$ cat src/rtl/hazard_scoreboard_pkg.sv
// Shared constants for the hazard scoreboard: producer Tnew classes, consumer Tuse
// stages, forward-select encodings and the register-match helper.
package hazard_scoreboard_pkg;

    localparam int REG_W = 5;
    localparam int SEL_W = 2;

    localparam logic [1:0] TNEW_JAL = 2'd0;
    localparam logic [1:0] TNEW_ALU = 2'd1;
    localparam logic [1:0] TNEW_LD  = 2'd2;

    localparam logic [1:0] TUSE_D = 2'd0;
    localparam logic [1:0] TUSE_E = 2'd1;
    localparam logic [1:0] TUSE_M = 2'd2;

    // D-stage selects count from E (1) and M (2); E-stage selects count from M (1) and W (2).
    localparam logic [SEL_W-1:0] FWD_GRF      = 2'd0;
    localparam logic [SEL_W-1:0] FWD_E        = 2'd1;
    localparam logic [SEL_W-1:0] FWD_M        = 2'd2;
    localparam logic [SEL_W-1:0] FWD_E_FROM_M = 2'd1;
    localparam logic [SEL_W-1:0] FWD_W        = 2'd2;

    // $0 is hardwired, so it never matches a producer.
    function automatic logic regMatch(input logic [REG_W-1:0] a3, input logic [REG_W-1:0] r);
        return (a3 == r) && (r != '0);
    endfunction

endpackage

$ cat src/rtl/hazard_scoreboard_cmp.sv
// One D-stage operand checked against the E and M producers: stall request and
// D-stage forward select.
module hazard_cmp
    import hazard_scoreboard_pkg::*;
#(
    parameter int TNEW_W = 2
) (
    input  logic [REG_W-1:0]  src_i,
    input  logic              used_i,
    input  logic [TNEW_W-1:0] tuse_i,
    input  logic [REG_W-1:0]  eA3_i,
    input  logic [TNEW_W-1:0] eTnew_i,
    input  logic [REG_W-1:0]  mA3_i,
    input  logic [TNEW_W-1:0] mTnew_i,
    output logic              stall_o,
    output logic [SEL_W-1:0]  fwd_o
);

    logic eHit;
    logic mHit;

    // The younger producer (E) takes priority when both stages write the same register.
    always_comb begin
        eHit    = regMatch(eA3_i, src_i);
        mHit    = regMatch(mA3_i, src_i);
        stall_o = used_i && ((eHit && (eTnew_i > tuse_i)) || (mHit && (mTnew_i > tuse_i)));
        fwd_o   = FWD_GRF;
        if (eHit && (eTnew_i == '0)) begin
            fwd_o = FWD_E;
        end else if (mHit && (mTnew_i == '0)) begin
            fwd_o = FWD_M;
        end
    end

endmodule

$ cat src/rtl/hazard_scoreboard.sv
// Shadow E/M/W pipeline of destination registers and Tnew, driving stall,
// forwarding selects and a saturating stall-cycle counter.
module hazard_scoreboard
    import hazard_scoreboard_pkg::*;
#(
    parameter int CNT_W  = 32,
    parameter int TNEW_W = 2
) (
    input  logic              clk,
    input  logic              rst_n,
    input  logic [REG_W-1:0]  D_rs,
    input  logic [REG_W-1:0]  D_rt,
    input  logic              D_rs_Tuse,
    input  logic              D_rt_Tuse,
    input  logic              E_rs_Tuse,
    input  logic              E_rt_Tuse,
    input  logic              M_rt_use,
    input  logic [REG_W-1:0]  D_A3,
    input  logic [TNEW_W-1:0] D_Tnew,
    output logic              stall,
    output logic [SEL_W-1:0]  D_fwd_rs,
    output logic [SEL_W-1:0]  D_fwd_rt,
    output logic [SEL_W-1:0]  E_fwd_rs,
    output logic [SEL_W-1:0]  E_fwd_rt,
    output logic              M_fwd_rt,
    output logic [CNT_W-1:0]  stall_cnt
);

    logic [REG_W-1:0]  eRs_q, eRs_d, eRt_q, eRt_d, eA3_q, eA3_d;
    logic [TNEW_W-1:0] eTnew_q, eTnew_d;
    logic [REG_W-1:0]  mRt_q, mRt_d, mA3_q, mA3_d;
    logic [TNEW_W-1:0] mTnew_q, mTnew_d;
    logic [REG_W-1:0]  wA3_q, wA3_d;
    logic [CNT_W-1:0]  stallCnt_q, stallCnt_d;

    logic              rsUsed, rtUsed;
    logic [TNEW_W-1:0] rsTuse, rtTuse;
    logic              stallRs, stallRt;

    // Earliest consuming stage wins; an operand with no use flag can never stall.
    always_comb begin
        rsUsed = D_rs_Tuse | E_rs_Tuse;
        rtUsed = D_rt_Tuse | E_rt_Tuse | M_rt_use;
        rsTuse = D_rs_Tuse ? TNEW_W'(TUSE_D) : TNEW_W'(TUSE_E);
        rtTuse = D_rt_Tuse ? TNEW_W'(TUSE_D) : (E_rt_Tuse ? TNEW_W'(TUSE_E) : TNEW_W'(TUSE_M));
    end

    hazard_cmp #(.TNEW_W(TNEW_W)) u_cmpRs (
        .src_i   (D_rs),
        .used_i  (rsUsed),
        .tuse_i  (rsTuse),
        .eA3_i   (eA3_q),
        .eTnew_i (eTnew_q),
        .mA3_i   (mA3_q),
        .mTnew_i (mTnew_q),
        .stall_o (stallRs),
        .fwd_o   (D_fwd_rs)
    );

    hazard_cmp #(.TNEW_W(TNEW_W)) u_cmpRt (
        .src_i   (D_rt),
        .used_i  (rtUsed),
        .tuse_i  (rtTuse),
        .eA3_i   (eA3_q),
        .eTnew_i (eTnew_q),
        .mA3_i   (mA3_q),
        .mTnew_i (mTnew_q),
        .stall_o (stallRt),
        .fwd_o   (D_fwd_rt)
    );

    assign stall     = stallRs | stallRt;
    assign stall_cnt = stallCnt_q;

    always_comb begin
        E_fwd_rs = FWD_GRF;
        E_fwd_rt = FWD_GRF;
        if (regMatch(mA3_q, eRs_q) && (mTnew_q == '0)) begin
            E_fwd_rs = FWD_E_FROM_M;
        end else if (regMatch(wA3_q, eRs_q)) begin
            E_fwd_rs = FWD_W;
        end
        if (regMatch(mA3_q, eRt_q) && (mTnew_q == '0)) begin
            E_fwd_rt = FWD_E_FROM_M;
        end else if (regMatch(wA3_q, eRt_q)) begin
            E_fwd_rt = FWD_W;
        end
        M_fwd_rt = regMatch(wA3_q, mRt_q);
    end

    // A stall injects an all-zero bubble into E; Tnew drains by one per stage, floored at 0.
    always_comb begin
        eRs_d      = stall ? '0 : D_rs;
        eRt_d      = stall ? '0 : D_rt;
        eA3_d      = stall ? '0 : D_A3;
        eTnew_d    = stall ? '0 : D_Tnew;
        mRt_d      = eRt_q;
        mA3_d      = eA3_q;
        mTnew_d    = (eTnew_q == '0) ? '0 : eTnew_q - TNEW_W'(1);
        wA3_d      = mA3_q;
        stallCnt_d = (stall && (stallCnt_q != '1)) ? stallCnt_q + CNT_W'(1) : stallCnt_q;
    end

    always_ff @(posedge clk or negedge rst_n) begin
        if (!rst_n) begin
            eRs_q      <= '0;
            eRt_q      <= '0;
            eA3_q      <= '0;
            eTnew_q    <= '0;
            mRt_q      <= '0;
            mA3_q      <= '0;
            mTnew_q    <= '0;
            wA3_q      <= '0;
            stallCnt_q <= '0;
        end else begin
            eRs_q      <= eRs_d;
            eRt_q      <= eRt_d;
            eA3_q      <= eA3_d;
            eTnew_q    <= eTnew_d;
            mRt_q      <= mRt_d;
            mA3_q      <= mA3_d;
            mTnew_q    <= mTnew_d;
            wA3_q      <= wA3_d;
            stallCnt_q <= stallCnt_d;
        end
    end

endmodule

$ cat config.mk
export PLATFORM = sky130hd
export DESIGN_NAME = hazard_scoreboard
export DESIGN_NICKNAME = d
export VERILOG_FILES = /design/src/rtl/hazard_scoreboard_pkg.sv /design/src/rtl/hazard_scoreboard_cmp.sv /design/src/rtl/hazard_scoreboard.sv
export SDC_FILE = /design/constraint.sdc
export NUM_CORES = 1
export LEC_CHECK = 0
export BUFFER_PORTS_ARGS = -buffer_cell sky130_fd_sc_hd__buf_2
export CAP_MARGIN = 10
export CORE_MARGIN = 2
export CORE_UTILIZATION = 57
export CTS_BUF_LIST = sky130_fd_sc_hd__clkbuf_4
export DETAILED_ROUTE_END_ITERATION = 8
export PLACE_DENSITY = 0.81
export SLEW_MARGIN = 25
export SYNTH_ARGS = -nofsm -noshare
export SYNTH_HDL_FRONTEND = slang
export SYNTH_HIERARCHICAL = 1
export SYNTH_SLANG_ARGS = --single-unit
$ cat constraint.sdc
create_clock -name clk -period 3.3 [get_ports clk]
set_clock_uncertainty 0.05 [all_clocks]
set_input_delay 0.495 -clock clk [delete_from_list [all_inputs] [get_ports clk]]
set_output_delay 0.495 -clock clk [all_outputs]
set_load 0.1 [all_outputs]
Word-level counts from Yosys, hierarchy flattened
Index checks and enable logic that the tools add are counted.
{"block": "totals", "regBits": 66, "in_bits": 24, "out_inout_bits": 42, "word_cells": 76}
{"block": "op_classes", "n_addsub": 2, "order_cmp": 4, "eq_ne": 10, "muxes": 16, "bitwise": 4, "reduce_logical": 31}
{"operator": "$eq 5x5->1", "count": 9}
{"operator": "$add 32x1->32 const B", "count": 1}
{"operator": "$ne 32x32->1 const B", "count": 1}
{"operator": "$reduce_bool 5->1", "count": 5}
{"operator": "$mux 2", "count": 12}
{"operator": "$logic_and 1x1->1", "count": 22}
{"operator": "$mux 5", "count": 3}
{"operator": "$gt 2x1->1", "count": 2}
{"operator": "$gt 2x2->1", "count": 2}
{"operator": "$logic_not 2->1", "count": 2}
{"operator": "$or 1x1->1", "count": 4}
{"operator": "$logic_or 1x1->1", "count": 2}
{"operator": "$sub 2x1->2 const B", "count": 1}
{"operator": "$mux 1", "count": 1}

Longest topological paths before layout
{"block": "logic_depth", "ltp_word": 8, "depth_mapped": 11}

Modules after synthesis
Netlist, hierarchy kept.
{"module": "hazard_scoreboard", "instances": 1, "cells_per_inst": 270, "area_each_um2": 2994.1, "seq_area_each_um2": 1651.6}
{"module": "hazard_cmp", "instances": 2, "cells_per_inst": 32, "area_each_um2": 251.5, "seq_area_each_um2": 0.0}

Worst setup path after synthesis
OpenSTA, ideal clock, no wires.
{"block": "synth_timing", "kind": "register -> output", "startpoint": "register mA3_q[3]", "endpoint": "output E_fwd_rs[1]", "arrival_ps": 5877, "required_ps": 2755, "path_slack_ps": -3122, "stages_incl_launch_ff": 6, "path_cell_list": "dfrtp_1 -> xor2_1 -> nor4_1 -> o21ai_0 -> nor4_1 -> nor4_1"}
{"block": "synth_via", "elab_chain_len": 4}
{"item": "start: declaration", "line": "hazard_scoreboard.sv:31", "source": "logic [REG_W-1:0] mRt_q, mRt_d, mA3_q, mA3_d;"}
{"item": "start signal: assignment", "line": "hazard_scoreboard.sv:121", "source": "mA3_q <= mA3_d;"}
{"item": "$eq 5x5->1", "line": "hazard_scoreboard_pkg.sv:25", "source": "return (a3 == r) && (r != '0);"}
{"item": "$logic_and 1x1->1", "line": "hazard_scoreboard_pkg.sv:25"}
{"item": "$logic_and 1x1->1", "line": "hazard_scoreboard.sv:78", "source": "if (regMatch(mA3_q, eRs_q) && (mTnew_q == '0)) begin"}
{"item": "$mux 2", "line": "hazard_scoreboard.sv:78"}
{"item": "end: declaration", "line": "hazard_scoreboard.sv:23", "source": "output logic [SEL_W-1:0] E_fwd_rs,"}
Every way passes these cells.

Worst setup path after layout
{"block": "layout_timing", "startpoint": "register eA3_q[0]", "endpoint": "output stall"}
{"block": "layout_via", "elab_chain_len": 6}
{"item": "start: declaration", "line": "hazard_scoreboard.sv:29", "source": "logic [REG_W-1:0] eRs_q, eRs_d, eRt_q, eRt_d, eA3_q, eA3_d;"}
{"item": "start signal: assignment", "line": "hazard_scoreboard.sv:108", "source": "eA3_q <= '0;"}
{"item": "start signal: assignment", "line": "hazard_scoreboard.sv:118", "source": "eA3_q <= eA3_d;"}
{"item": "$eq 5x5->1", "line": "hazard_scoreboard_pkg.sv:25"}
{"item": "$logic_and 1x1->1", "line": "hazard_scoreboard_pkg.sv:25"}
{"item": "$logic_and 1x1->1", "line": "hazard_scoreboard_cmp.sv:26", "source": "stall_o = used_i && ((eHit && (eTnew_i > tuse_i)) || (mHit && (mTnew_i > tuse_i)));"}
{"item": "$logic_or 1x1->1", "line": "hazard_scoreboard_cmp.sv:26"}
{"item": "$logic_and 1x1->1", "line": "hazard_scoreboard_cmp.sv:26"}
{"item": "net stallRt", "line": "hazard_scoreboard.sv:38", "source": "logic stallRs, stallRt;"}
{"item": "$or 1x1->1", "line": "hazard_scoreboard.sv:72", "source": "assign stall = stallRs | stallRt;"}
{"item": "end: declaration", "line": "hazard_scoreboard.sv:20", "source": "output logic stall,"}
The timed path passes the listed nets, and every way through them passes these cells.

==> results.cfg <==
[worst_hold_path]
min_path_type = primary input to flip-flop
hp-start = D_Tnew[1]
min_to = eTnew_q[1]
hold_depth = 2

[critical_path]
critPathMaxFanout = 13
cp_data_arrival_time_ns = 2.68
reg2reg_slack_ns = 0.20
start_kind = flip-flop
crit_path_end_kind = output port
ff2ff_path_depth = 11
cp.required_ns = 2.75
rr_startpoint = eA3_q[0]
r2r-end = stall_cnt[30]
crit_type = flip-flop to output port

[floorplanning]
dieArea_mm2 = 0.006777
start_util_pct = 59.07
core_mm2 = 0.005921
rows = 28
die_h_um = 82.33
io_pins = 66
die_w_um = 82.33

[yosys]
async_flop_share_pct = 100.0
synth-edff-count = 0
yosysWarnings = 6
synth-seq-cells = 66
ys_seq_area_share_pct = 47.23
synth_cell_type_count = 41
syn-cell-area_mm2 = 0.003497
syn_area_per_cell_um2 = 10.47
synthCells = 334
synth_nets = 367
synth_flop_cell = dfrtp_1

[timing]
fin_ws_ns = 0.07260
fmaxAchievable_mhz = 309.8
min_period_ns = 3.227
setup_viol = 0
fin_hold_ws_ns = 0.2545
finalHoldViolCount = 0
worst_slew_pin_slew_ns = 0.5263
fin_crit_sh_pct = 97.80
final_max_slew_viol_count = 0
slew_headroom_pct = 64.72

[global_route]
first_global_vias = 2746
grt_start_max_net_pins = 33
overflow = 0
grt_pass1_wl_um = 13010
grtUsageTotal_pct = 25.89
antenna_found_initial = 0

[placed_design]
numPortBuffers = 65
preCtsSetupSlack_ns = -0.003971
place_congestion = 0.8636
placed_area_mm2 = 0.003980
dp_hpwl_um = 6070

[route]
avgRoutedWirePerCell_um = 16.72
drt-initial-drc-count = 116
vias_per_cell = 5.769
routed-via-count = 2844
routed_wl_um = 8242
ant_nets = 0
drc_errors = 0
drt-pass1-iter-count = 5

[clock_tree]
cts_root_buf = clkbuf_4
cts_tree = yes
numCtsBuffers = 9
clkTransAtPathRegs_ns = 0.10
cts_max_level = 3
clockBufferDepth = 2
cts_sinks = 66
clock_latency_ns = 0.40

[status]
status = complete, no violations

[finish]
nNetsFinal = 446
drive_gt1_share_pct = 25.12
final_area_mm2 = 0.004156
n_fill_cell = 441
mostFrequentLayoutCell = dfrtp_1
final_util_pct = 70.20
synthToLayoutAreaGrowth_pct = 18.86
diodes = 0
mostFrequentLayoutCells = dfrtp_1, buf_2, xor2_1

[pwr]
p_leak_nw = 1.979
p_per_area_mw_per_mm2 = 468.9
irDropWorstVdd_mv = 0.4824
p_total_mw = 1.949

[job]
maxCapViolations = 0
worst max path at each step:
stage | slack, ns | endpoint | startpoint | depth (start not counted)
2_1_floorplan | -0.40 | E_fwd_rs[1] | eRs_q[1] | 4
3_3_place_gp | 0.25 | stall_cnt[26] | D_rt[1] | 12
3_5_place_dp | -0.004 | stall_cnt[30] | E_rt_Tuse | 14
4_1_cts | 0.05 | stall | mTnew_q[1] | 8
5_1_grt | -0.03 | stall | eA3_q[0] | 8
6_report | 0.07 | stall | eA3_q[0] | 8
stage by stage:
stage | instances | TNS, ns
detailed placement | 476 | -0.003971
CTS | 493 | 0
global route | 493 | -0.02803
floorplan | 334 | -0.4037
finish | 493 | 0
global placement | 476 | 0
registers in the layout, indices dropped and copies added (netlist names):
register   flops
mA3_q          5
stall_cnt     32
eA3_q          5
wA3_q          5
eTnew_q        2
eRs_q          5
mTnew_q        2
eRt_q          5
mRt_q          5
worst max-delay path, cell delays in order, from the launching register on:
cell and delay, ns:
dfrtp_1 0.44, xnor2_1 0.25, o211ai_1 0.13, or4_4 0.58, o32ai_2 0.18, nor2_1 0.13, buf_4 0.20, inv_1 0.10
buf_4 0.29
logic make-up after synthesis:
group	share of synthesized area, %
simple gates	25.22
xor+xnor	17.28
flops	47.23
compound gates	4.544
buf+inv	1.646
fa+ha+maj	3.220
mux	0.7512
other cells	0.1072
metal layers:
metal  wire length [um]  part of all wire [%]  track usage, %  up-vias
li1                   -                     -               -     1338
met1               3520                    43           33.10     1385
met2               4109                    50           43.47      102
met3                427                   5.2           4.565       19
met4                185                   2.2           10.67        0
met5                  0                     0               0        -
power by group:
part / internal, mW / switching [mW]
registers: 0.860 / 0.0825
clock network: 0.311 / 0.279
logic: 0.131 / 0.285
cell usage after synthesis (3+ instances only):
| cell type | count | area share [%] |
|---|---|---|
| dfrtp_1 | 66 | 47 |
| xor2_1 | 38 | 9.5 |
| xnor2_1 | 31 | 7.8 |
| and2_1 | 20 | 3.6 |
| nand2_1 | 19 | 2.0 |
| nor3_1 | 19 | 2.7 |
| nor2_1 | 17 | 1.8 |
| nand3_1 | 15 | 2.1 |
| nand4_1 | 15 | 2.7 |
| nor4_1 | 13 | 2.3 |
| inv_1 | 10 | 1.1 |
| ha_1 | 9 | 3.2 |
| o211ai_1 | 8 | 1.7 |
| and3_1 | 7 | 1.3 |
| nor2b_1 | 6 | 1.1 |
| a21oi_1 | 4 | 0.57 |
| or4_1 | 3 | 0.64 |
layout make-up:
| class | count | area [um^2] | area share, % |
|---|---|---|---|
| Multi-Input combinational cell | 254 | 1834 | 44.13 |
| Sequential cell | 66 | 1652 | 39.73 |
| Timing Repair Buffer | 72 | 382.9 | 9.211 |
| Tap cell | 75 | 93.84 | 2.258 |
| Clock inverter | 6 | 81.33 | 1.957 |
| Clock buffer | 10 | 75.07 | 1.806 |
| Inverter | 10 | 37.54 | 0.9031 |
repair_timing:
action | in CTS | in global routing
setup endpoints to repair | 1 | 1
hold buffers | 1 | 0
hold endpoints to repair | 5 | 0
buffers inserted | 0 | 0
resized for setup | 1 | 1
No activity file was read; power rests on OpenSTA's default activity.
